[src/rtl/arp_requester.sv]
`default_nettype none
// +----------------------------------------------------------------------------+
// | Module      : arp_requester                                                |
// | Description : ARP initiator. On start it transmits a broadcast who-has     |
// |               request for target_ip_i, then watches the RX stream for the  |
// |               matching reply and returns the sender MAC. Retransmits after |
// |               TIMEOUT_CYCLES of silence, up to MAX_RETRIES times.          |
// | Ports       : clk_i/rst            - clock, synchronous active-high reset  |
// |               ether_hw_addr_i/     - own MAC / IPv4 (static while busy)    |
// |               ether_ipv4_addr_i                                            |
// |               start_i/target_ip_i  - resolve request                       |
// |               busy_o/done_o/       - status; done_o is a one-cycle pulse   |
// |               success_o/resolved_mac_o                                     |
// |               mac_rx_valid_i/data  - RX byte stream (frame from dest MAC)  |
// |               mac_tx_valid_o/data/ack - TX byte stream toward the TX mux   |
// | Revision    : 1.0 - initial release                                        |
// +----------------------------------------------------------------------------+
module arp_requester #(
  parameter int TIMEOUT_CYCLES = 125000,
  parameter int MAX_RETRIES    = 3
) (
  input  logic        clk_i,
  input  logic        rst,
  input  logic [47:0] ether_hw_addr_i,
  input  logic [31:0] ether_ipv4_addr_i,
  input  logic        start_i,
  input  logic [31:0] target_ip_i,
  output logic        busy_o,
  output logic        done_o,
  output logic        success_o,
  output logic [47:0] resolved_mac_o,
  input  logic        mac_rx_valid_i,
  input  logic [7:0]  mac_rx_data_i,
  output logic        mac_tx_valid_o,
  output logic [7:0]  mac_tx_data_o,
  input  logic        mac_tx_ack_i
);

  localparam int TMO_W = $clog2(TIMEOUT_CYCLES + 1);
  localparam int ATT_W = (MAX_RETRIES > 0) ? $clog2(MAX_RETRIES + 1) : 1;

  localparam logic [5:0]       FRAME_LAST = 6'd41;
  localparam logic [5:0]       RX_SAT     = 6'd42;
  localparam logic [TMO_W-1:0] TMO_LAST   = TMO_W'(TIMEOUT_CYCLES - 1);
  localparam logic [ATT_W-1:0] ATT_MAX    = ATT_W'(MAX_RETRIES);

  typedef enum logic [1:0] {
    IDLE = 2'd0,
    TX   = 2'd1,
    WAIT = 2'd2
  } state_t;

  // Byte n (0 = most significant) of a MAC / IPv4 address.
  function automatic logic [7:0] mac_byte(input logic [47:0] mac, input logic [2:0] n);
    logic [47:0] s;
    s = mac << {n, 3'b000};
    return s[47:40];
  endfunction

  function automatic logic [7:0] ip_byte(input logic [31:0] ip, input logic [1:0] n);
    logic [31:0] s;
    s = ip << {n, 3'b000};
    return s[31:24];
  endfunction

  // Request frame layout: broadcast Ethernet header + ARP who-has.
  function automatic logic [7:0] tx_byte(input logic [5:0]  idx,
                                         input logic [47:0] mac,
                                         input logic [31:0] ip,
                                         input logic [31:0] tgt);
    logic [7:0] b;
    b = 8'h00;
    if (idx <= 6'd5)                      b = 8'hFF;
    else if (idx <= 6'd11)                b = mac_byte(mac, 3'(idx - 6'd6));
    else if (idx >= 6'd22 && idx <= 6'd27) b = mac_byte(mac, 3'(idx - 6'd22));
    else if (idx >= 6'd28 && idx <= 6'd31) b = ip_byte(ip, 2'(idx - 6'd28));
    else if (idx >= 6'd38 && idx <= 6'd41) b = ip_byte(tgt, 2'(idx - 6'd38));
    else begin
      case (idx)
        6'd12, 6'd16: b = 8'h08;
        6'd13, 6'd18: b = 8'h06;
        6'd15, 6'd21: b = 8'h01;
        6'd19:        b = 8'h04;
        default:      b = 8'h00;
      endcase
    end
    return b;
  endfunction

  state_t           state, state_next;
  logic [31:0]      target_ip;
  logic [5:0]       tx_idx;
  logic [TMO_W-1:0] tmo_cnt;
  logic [ATT_W-1:0] attempts;

  logic [5:0]       rx_idx;
  logic             rx_ok;      // all checked bytes of the current frame so far matched
  logic [47:0]      rx_sha;
  logic             rx_chk;
  logic [7:0]       rx_exp;
  logic             byte_ok;
  logic             rx_match;

  logic tx_accept, tx_last, tmo_hit, retry_left;

  assign tx_accept  = mac_tx_valid_o && mac_tx_ack_i;
  assign tx_last    = tx_accept && (tx_idx == FRAME_LAST);
  // The wait window is exactly TIMEOUT_CYCLES cycles: this is its final cycle.
  assign tmo_hit    = (tmo_cnt == TMO_LAST);
  assign retry_left = (attempts < ATT_MAX);

  // ------------------------------------------------------------------
  // RX reply parser (runs regardless of FSM state)
  // ------------------------------------------------------------------
  always_comb begin
    rx_chk = 1'b0;
    rx_exp = 8'h00;
    if (rx_idx >= 6'd28 && rx_idx <= 6'd31) begin
      rx_chk = 1'b1;
      rx_exp = ip_byte(target_ip, 2'(rx_idx - 6'd28));
    end else if (rx_idx >= 6'd32 && rx_idx <= 6'd37) begin
      rx_chk = 1'b1;
      rx_exp = mac_byte(ether_hw_addr_i, 3'(rx_idx - 6'd32));
    end else if (rx_idx >= 6'd38 && rx_idx <= 6'd41) begin
      rx_chk = 1'b1;
      rx_exp = ip_byte(ether_ipv4_addr_i, 2'(rx_idx - 6'd38));
    end else begin
      case (rx_idx)
        6'd12:   begin rx_chk = 1'b1; rx_exp = 8'h08; end
        6'd13:   begin rx_chk = 1'b1; rx_exp = 8'h06; end
        6'd20:   begin rx_chk = 1'b1; rx_exp = 8'h00; end
        6'd21:   begin rx_chk = 1'b1; rx_exp = 8'h02; end
        default: begin rx_chk = 1'b0; rx_exp = 8'h00; end
      endcase
    end
  end

  assign byte_ok  = !rx_chk || (mac_rx_data_i == rx_exp);
  // Decided combinationally on byte 41 so done_o can be registered next cycle.
  assign rx_match = mac_rx_valid_i && (rx_idx == FRAME_LAST) && rx_ok && byte_ok;

  always_ff @(posedge clk_i) begin
    if (rst) begin
      rx_idx <= '0;
      rx_ok  <= 1'b0;
      rx_sha <= '0;
    end else if (!mac_rx_valid_i) begin
      rx_idx <= '0;
    end else if (rx_idx != RX_SAT) begin
      rx_idx <= rx_idx + 6'd1;
      rx_ok  <= ((rx_idx == 6'd0) ? 1'b1 : rx_ok) & byte_ok;
      if (rx_idx >= 6'd22 && rx_idx <= 6'd27) begin
        rx_sha <= {rx_sha[39:0], mac_rx_data_i};
      end
    end
  end

  // ------------------------------------------------------------------
  // Control FSM
  // ------------------------------------------------------------------
  always_ff @(posedge clk_i) begin
    if (rst) state <= IDLE;
    else     state <= state_next;
  end

  always_comb begin
    state_next = state;
    case (state)
      IDLE: if (start_i) state_next = TX;
      TX:   if (tx_last) state_next = WAIT;
      WAIT: begin
        if (rx_match)     state_next = IDLE;
        else if (tmo_hit) state_next = retry_left ? TX : IDLE;
      end
      default: state_next = IDLE;
    endcase
  end

  always_ff @(posedge clk_i) begin
    if (rst) begin
      busy_o         <= 1'b0;
      done_o         <= 1'b0;
      success_o      <= 1'b0;
      resolved_mac_o <= '0;
      mac_tx_valid_o <= 1'b0;
      mac_tx_data_o  <= '0;
      target_ip      <= '0;
      tx_idx         <= '0;
      tmo_cnt        <= '0;
      attempts       <= '0;
    end else begin
      done_o <= 1'b0;
      case (state)
        IDLE: begin
          if (start_i) begin
            target_ip <= target_ip_i;
            attempts  <= '0;
            busy_o    <= 1'b1;
          end
        end
        TX: begin
          // Valid low on entry: launch byte 0 (first attempt or retry alike).
          if (!mac_tx_valid_o) begin
            mac_tx_valid_o <= 1'b1;
            tx_idx         <= '0;
            mac_tx_data_o  <= tx_byte(6'd0, ether_hw_addr_i, ether_ipv4_addr_i, target_ip);
          end else if (tx_accept) begin
            if (tx_idx == FRAME_LAST) begin
              mac_tx_valid_o <= 1'b0;
              mac_tx_data_o  <= '0;
              tmo_cnt        <= '0;
            end else begin
              tx_idx        <= tx_idx + 6'd1;
              mac_tx_data_o <= tx_byte(tx_idx + 6'd1, ether_hw_addr_i,
                                       ether_ipv4_addr_i, target_ip);
            end
          end
        end
        WAIT: begin
          // A reply completing on the timeout cycle still counts.
          if (rx_match) begin
            done_o         <= 1'b1;
            success_o      <= 1'b1;
            resolved_mac_o <= rx_sha;
            busy_o         <= 1'b0;
          end else if (tmo_hit) begin
            tmo_cnt <= '0;
            if (retry_left) begin
              attempts <= attempts + ATT_W'(1);
            end else begin
              done_o    <= 1'b1;
              success_o <= 1'b0;
              busy_o    <= 1'b0;
            end
          end else begin
            tmo_cnt <= tmo_cnt + TMO_W'(1);
          end
        end
        default: ;
      endcase
    end
  end

endmodule
`default_nettype wire

[config.mk]
export PLATFORM = sky130hd
export DESIGN_NAME = arp_requester
export DESIGN_NICKNAME = d
export VERILOG_FILES = /design/src/rtl/arp_requester.sv
export SDC_FILE = /design/constraint.sdc
export NUM_CORES = 1
export LEC_CHECK = 0
export CORE_MARGIN = 5
export CORE_UTILIZATION = 40
export DETAILED_ROUTE_END_ITERATION = 7
export DONT_BUFFER_PORTS = 1
export MAX_ROUTING_LAYER = met4
export PLACE_DENSITY_LB_ADDON = 0.08
export SYNTH_ARGS = -nofsm -noshare
export SYNTH_HDL_FRONTEND = slang
export SYNTH_SLANG_ARGS = --single-unit
export TNS_END_PERCENT = 50
[constraint.sdc]
create_clock -name clk_i -period 5.05 [get_ports clk_i]
set_clock_uncertainty 0.1 [all_clocks]
set_input_delay 0.505 -clock clk_i [delete_from_list [all_inputs] [get_ports clk_i]]
set_output_delay 0.505 -clock clk_i [all_outputs]
set_load 0.03 [all_outputs]
==> flow_metrics.py <==
metrics = {
    "outcome": {
        "run_status": "finished, final reports clean",
    },
    "route": {
        "drtAntennaViolNets": 0,
        "dr_wl_met2_mm": 11.92,
        "drt-met1-wl_mm": 11.98,
        "drt-total-wl_mm": 26.15,
        "wl_met3_mm": 1.962,
        "drt_first_iter_violations": 555,
        "avgViaCountPerCell": 5.718,
        "post-route-drc-count": 0,
        "detail_route.wl_per_cell_um": 20.12,
        "drt-pass1-iter-count": 5,
        "detailroute.via_count": 7433,
        "uppermost_layer_routed": "met4",
    },
    "sta": {
        "finalSetupViolCount": 0,
        "finalWorstSetupSlack_ns": 1.023,
        "unrepaired_setup_endpoints_after_global_routing": "no",
        "finalHoldViolCount": 0,
        "final_period_minus_worst_setup_slack_ns": 4.027,
        "fmax_achieved_ghz": 0.2483,
        "worst_slew_margin_rel_pct": 29.60,
        "min_period_over_period_pct": 79.74,
        "timing_max_transition_violations_final": 0,
        "worstMarginPinSlew_ns": 1.054,
        "fin_tns_setup_ns": 0,
    },
    "power_and_ir_drop": {
        "max-vdd-ir-drop_mv": 0.2100,
        "total_leakage_power_nw": 3.647,
        "cellPowerDensity_nw_per_um2": 299.8,
    },
    "die": {
        "starting_density_of_the_core_pct": 40.55,
        "io_pins": 185,
        "floorplan.die.height_um": 161.3,
        "fp.dieW_um": 161.3,
        "number_of_rows_created_at_floorplan": 55,
        "die_area_um2": 26010,
        "core_area_um2": 22570,
    },
    "clocking": {
        "cts_repair_resize_count": 0,
        "max-clock-path-buffers": 2,
        "worstSkewPairLatency_ns": 0.44,
        "cts_htree_levels": 4,
        "cts_made_buffers": 17,
        "postCtsHoldBufs": 0,
        "cts_tree": "built",
        "clkTransAtPathRegs_ns": 0.08,
        "clock-sinks": 174,
        "clockRootBuffer": "clkbuf_16",
        "post_cts.repair.setup_buffers": 0,
    },
    "yosys": {
        "avgSynthCellArea_um2": 8.877,
        "synth_compound_area_share_pct": 13.36,
        "yosys.area.top_type": "dfxtp_1",
        "asr_flop_ratio_synth_pct": 0,
        "yosysTopAreaCellShare_pct": 38.06,
        "synth_area_leaders": "dfxtp_1, mux4_2, nand2_1, a21oi_1, mux2i_1",
        "dominant_combinational_cell_family_by_area_after_synthesis": "multiplexers",
        "yosysSeqAreaShare_pct": 38.06,
        "yosys.area_share.simple_pct": 19.40,
        "post_synthesis_xor_xnor_area_fraction_pct": 2.679,
        "synth_edf_count": 0,
        "muxShareOfSynthArea_pct": 20.11,
        "ys_ff_latch": 174,
        "synth_warnings": 0,
        "synthCells": 1031,
        "synthAdderAreaFrac_pct": 2.051,
        "syn-cell-area_um2": 9153,
        "synthDistinctLibCells": 63,
        "synth_fp_nets": 1171,
        "synthFlopType": "dfxtp_1",
    },
    "worst_setup_path": {
        "critical_path.startpoint": "rx_idx[1]$_SDFFE_PP0N_",
        "critical_path_required_ns": 5.30,
        "setup.worst_path.end_class": "flop",
        "timing.critical_path.from_type": "flop",
        "timing.rr.start": "rx_idx[1]$_SDFFE_PP0N_",
        "cp_slowest_cell": "and4b_1",
        "critical_path.cell_chain": "buf_4 -> inv_1 -> ha_1 -> nor2_1 -> mux2i_1 -> a32oi_1 -> a21oi_1 -> nand2_1 -> a32oi_1 -> and4b_1 -> nor2_1 -> a21o_1 -> a21oi_1",
        "critPathBufInv": 2,
        "cp_max_fo": 14,
        "critPathArrivalTime_ns": 4.28,
        "critical_path.top_delay_family": "compound AO/OA/AOI/OAI gates",
        "crit_type": "reg2reg",
        "max_stage_delay_ns": 0.50,
    },
    "placement": {
        "placement.setup.worst_slack_ns": 1.066,
        "post-dp-hpwl_mm": 19.15,
        "placer_s_final_routability_congestion_estimate": 0.9022,
        "io_buffer_count": 0,
    },
    "cells_and_area": {
        "design.final.nets": 1142,
        "synth_to_final_area_change_pct": 8.571,
        "filler_cell_count": 2296,
        "post_route_cells_drive_above_1_share_pct": 12.02,
        "sequential_cell_area_um2": 3486,
        "multi_input_gate_area_in_the_final_layout_um2": 5283,
        "diodes": 0,
    },
    "grt": {
        "grt_max_degree": 158,
        "grt_usage_pct": 20.51,
        "grt_pass1_vias": 7210,
        "antenna_found_initial": 0,
        "grt_first_pass_wirelength_mm": 41.41,
        "globalRouteOverflowTotal": 0,
    },
    "min_path": {
        "min_path_type": "in2reg",
        "min_delay_src": "rst",
    },
    "flow_run": {
        "timing.max_cap.violations": 0,
    },
}
-- per-layer routing --
metal | global-route usage, % | vias to the layer above
met5 | - | -
met4 | 4.653 | 0
met3 | 6.226 | 23
met2 | 31.04 | 224
met1 | 27.25 | 3562
li1 | - | 3624
-- state kept, by name, indices dropped and copies added (netlist names) --
signal / count
state: 2
tx_idx: 6
busy_o: 1
target_ip: 32
success_o: 1
resolved_mac_o: 48
rx_ok: 1
rx_idx: 6
mac_tx_valid_o: 1
rx_sha: 48
attempts: 2
mac_tx_data_o: 8
done_o: 1
tmo_cnt: 17
-- power breakdown --
group          leakage, nW  switching (mW)  total, mW  internal (mW)
Clock                0.303           0.672       1.36          0.685
Sequential            1.41          0.0322       1.43           1.39
Combinational         1.93          0.0983      0.196         0.0976
Total                 3.65           0.803       2.98           2.18
-- cell usage after synthesis, types with 4 or more instances --
cell type  number
a21oi_1       113
a221oi_1       13
a22oi_1        11
a31oi_1         8
a32oi_1         7
and3_1          5
buf_1           7
buf_2           6
buf_6           7
clkbuf_1       40
dfxtp_1       174
ha_1           15
inv_1          17
mux2_2         22
mux2i_1        56
mux4_2         44
nand2_1       207
nand2b_1        9
nand3_1        30
nand4_1         5
nor2_1        102
nor2b_1         8
nor3_1         14
nor4_1          8
o211ai_1        5
o21ai_0        14
or4_1           4
xnor2_1        22
xor2_1          6
-- logic make-up after synthesis --
family	count (synthesis)
fa+ha+maj	15
buf+inv	81
compound gates	199
mux	124
flops	174
xor+xnor	28
simple gates	410
-- final timing paths --
path / depth (start not counted) / end / slack, ns
hold / removal: 1 / success_o$_SDFFE_PP0P_ / 0.05
setup reg to reg: 13 / tmo_cnt[1]$_SDFFE_PP0P_ / 1.02
hold reg to reg: 2 / rx_sha[43]$_SDFFE_PP0P_ / 0.36
setup / recovery: 13 / tmo_cnt[1]$_SDFFE_PP0P_ / 1.02
-- cells in the final DEF (no fill, tap or decap), types with 8 or more instances in the layout --
master and count:
nand2_1 207, dfxtp_1 172, a21oi_1 112, nor2_1 102
mux2i_1 56, mux4_2 44, nand3_1 30, xnor2_1 22
mux2_2 22, inv_1 17, clkbuf_16 17, ha_1 15
buf_4 15, nor3_1 14, o21ai_0 14, a221oi_1 13
a22oi_1 11, nand2b_1 9, nor2b_1 8, nor4_1 8
a31oi_1 8
-- area by class of cell --
| cell class | count | area share [%] |
|---|---|---|
| inverters | 18 | 0.6799 |
| well taps | 285 | 3.589 |
| multi-input cells | 776 | 53.16 |
| flip-flops and latches | 174 | 35.08 |
| repair buffers | 15 | 1.133 |
| clock buffers | 17 | 4.281 |
| clock inverters | 15 | 2.078 |
-- worst register-to-register path, delay by kind of cell, from the launching register on --
kind / cells / cell delay, ns
compound gates: 5 / 1.34
fa+ha+maj: 1 / 0.29
buf+inv: 2 / 0.38
mux: 1 / 0.48
flops: 1 / 0.31
simple gates: 4 / 1.04
-- per-stage QoR --
stage	instances	total power, mW	util, %	hold slack (ns)	instance area, um^2
5_1_grt	1300	3.099	44.02	0.02382	9937
4_1_cts	1300	3.027	44.02	0.02441	9937
3_5_place_dp	1268	1.655	41.23	0.3462	9305
6_report	1300	2.979	44.02	0.05228	9937
3_3_place_gp	1268	1.655	41.23	0.3419	9305
2_1_floorplan	1031	1.627	-	0.3357	9153
Note: power is estimated with default switching activity, not from simulation.
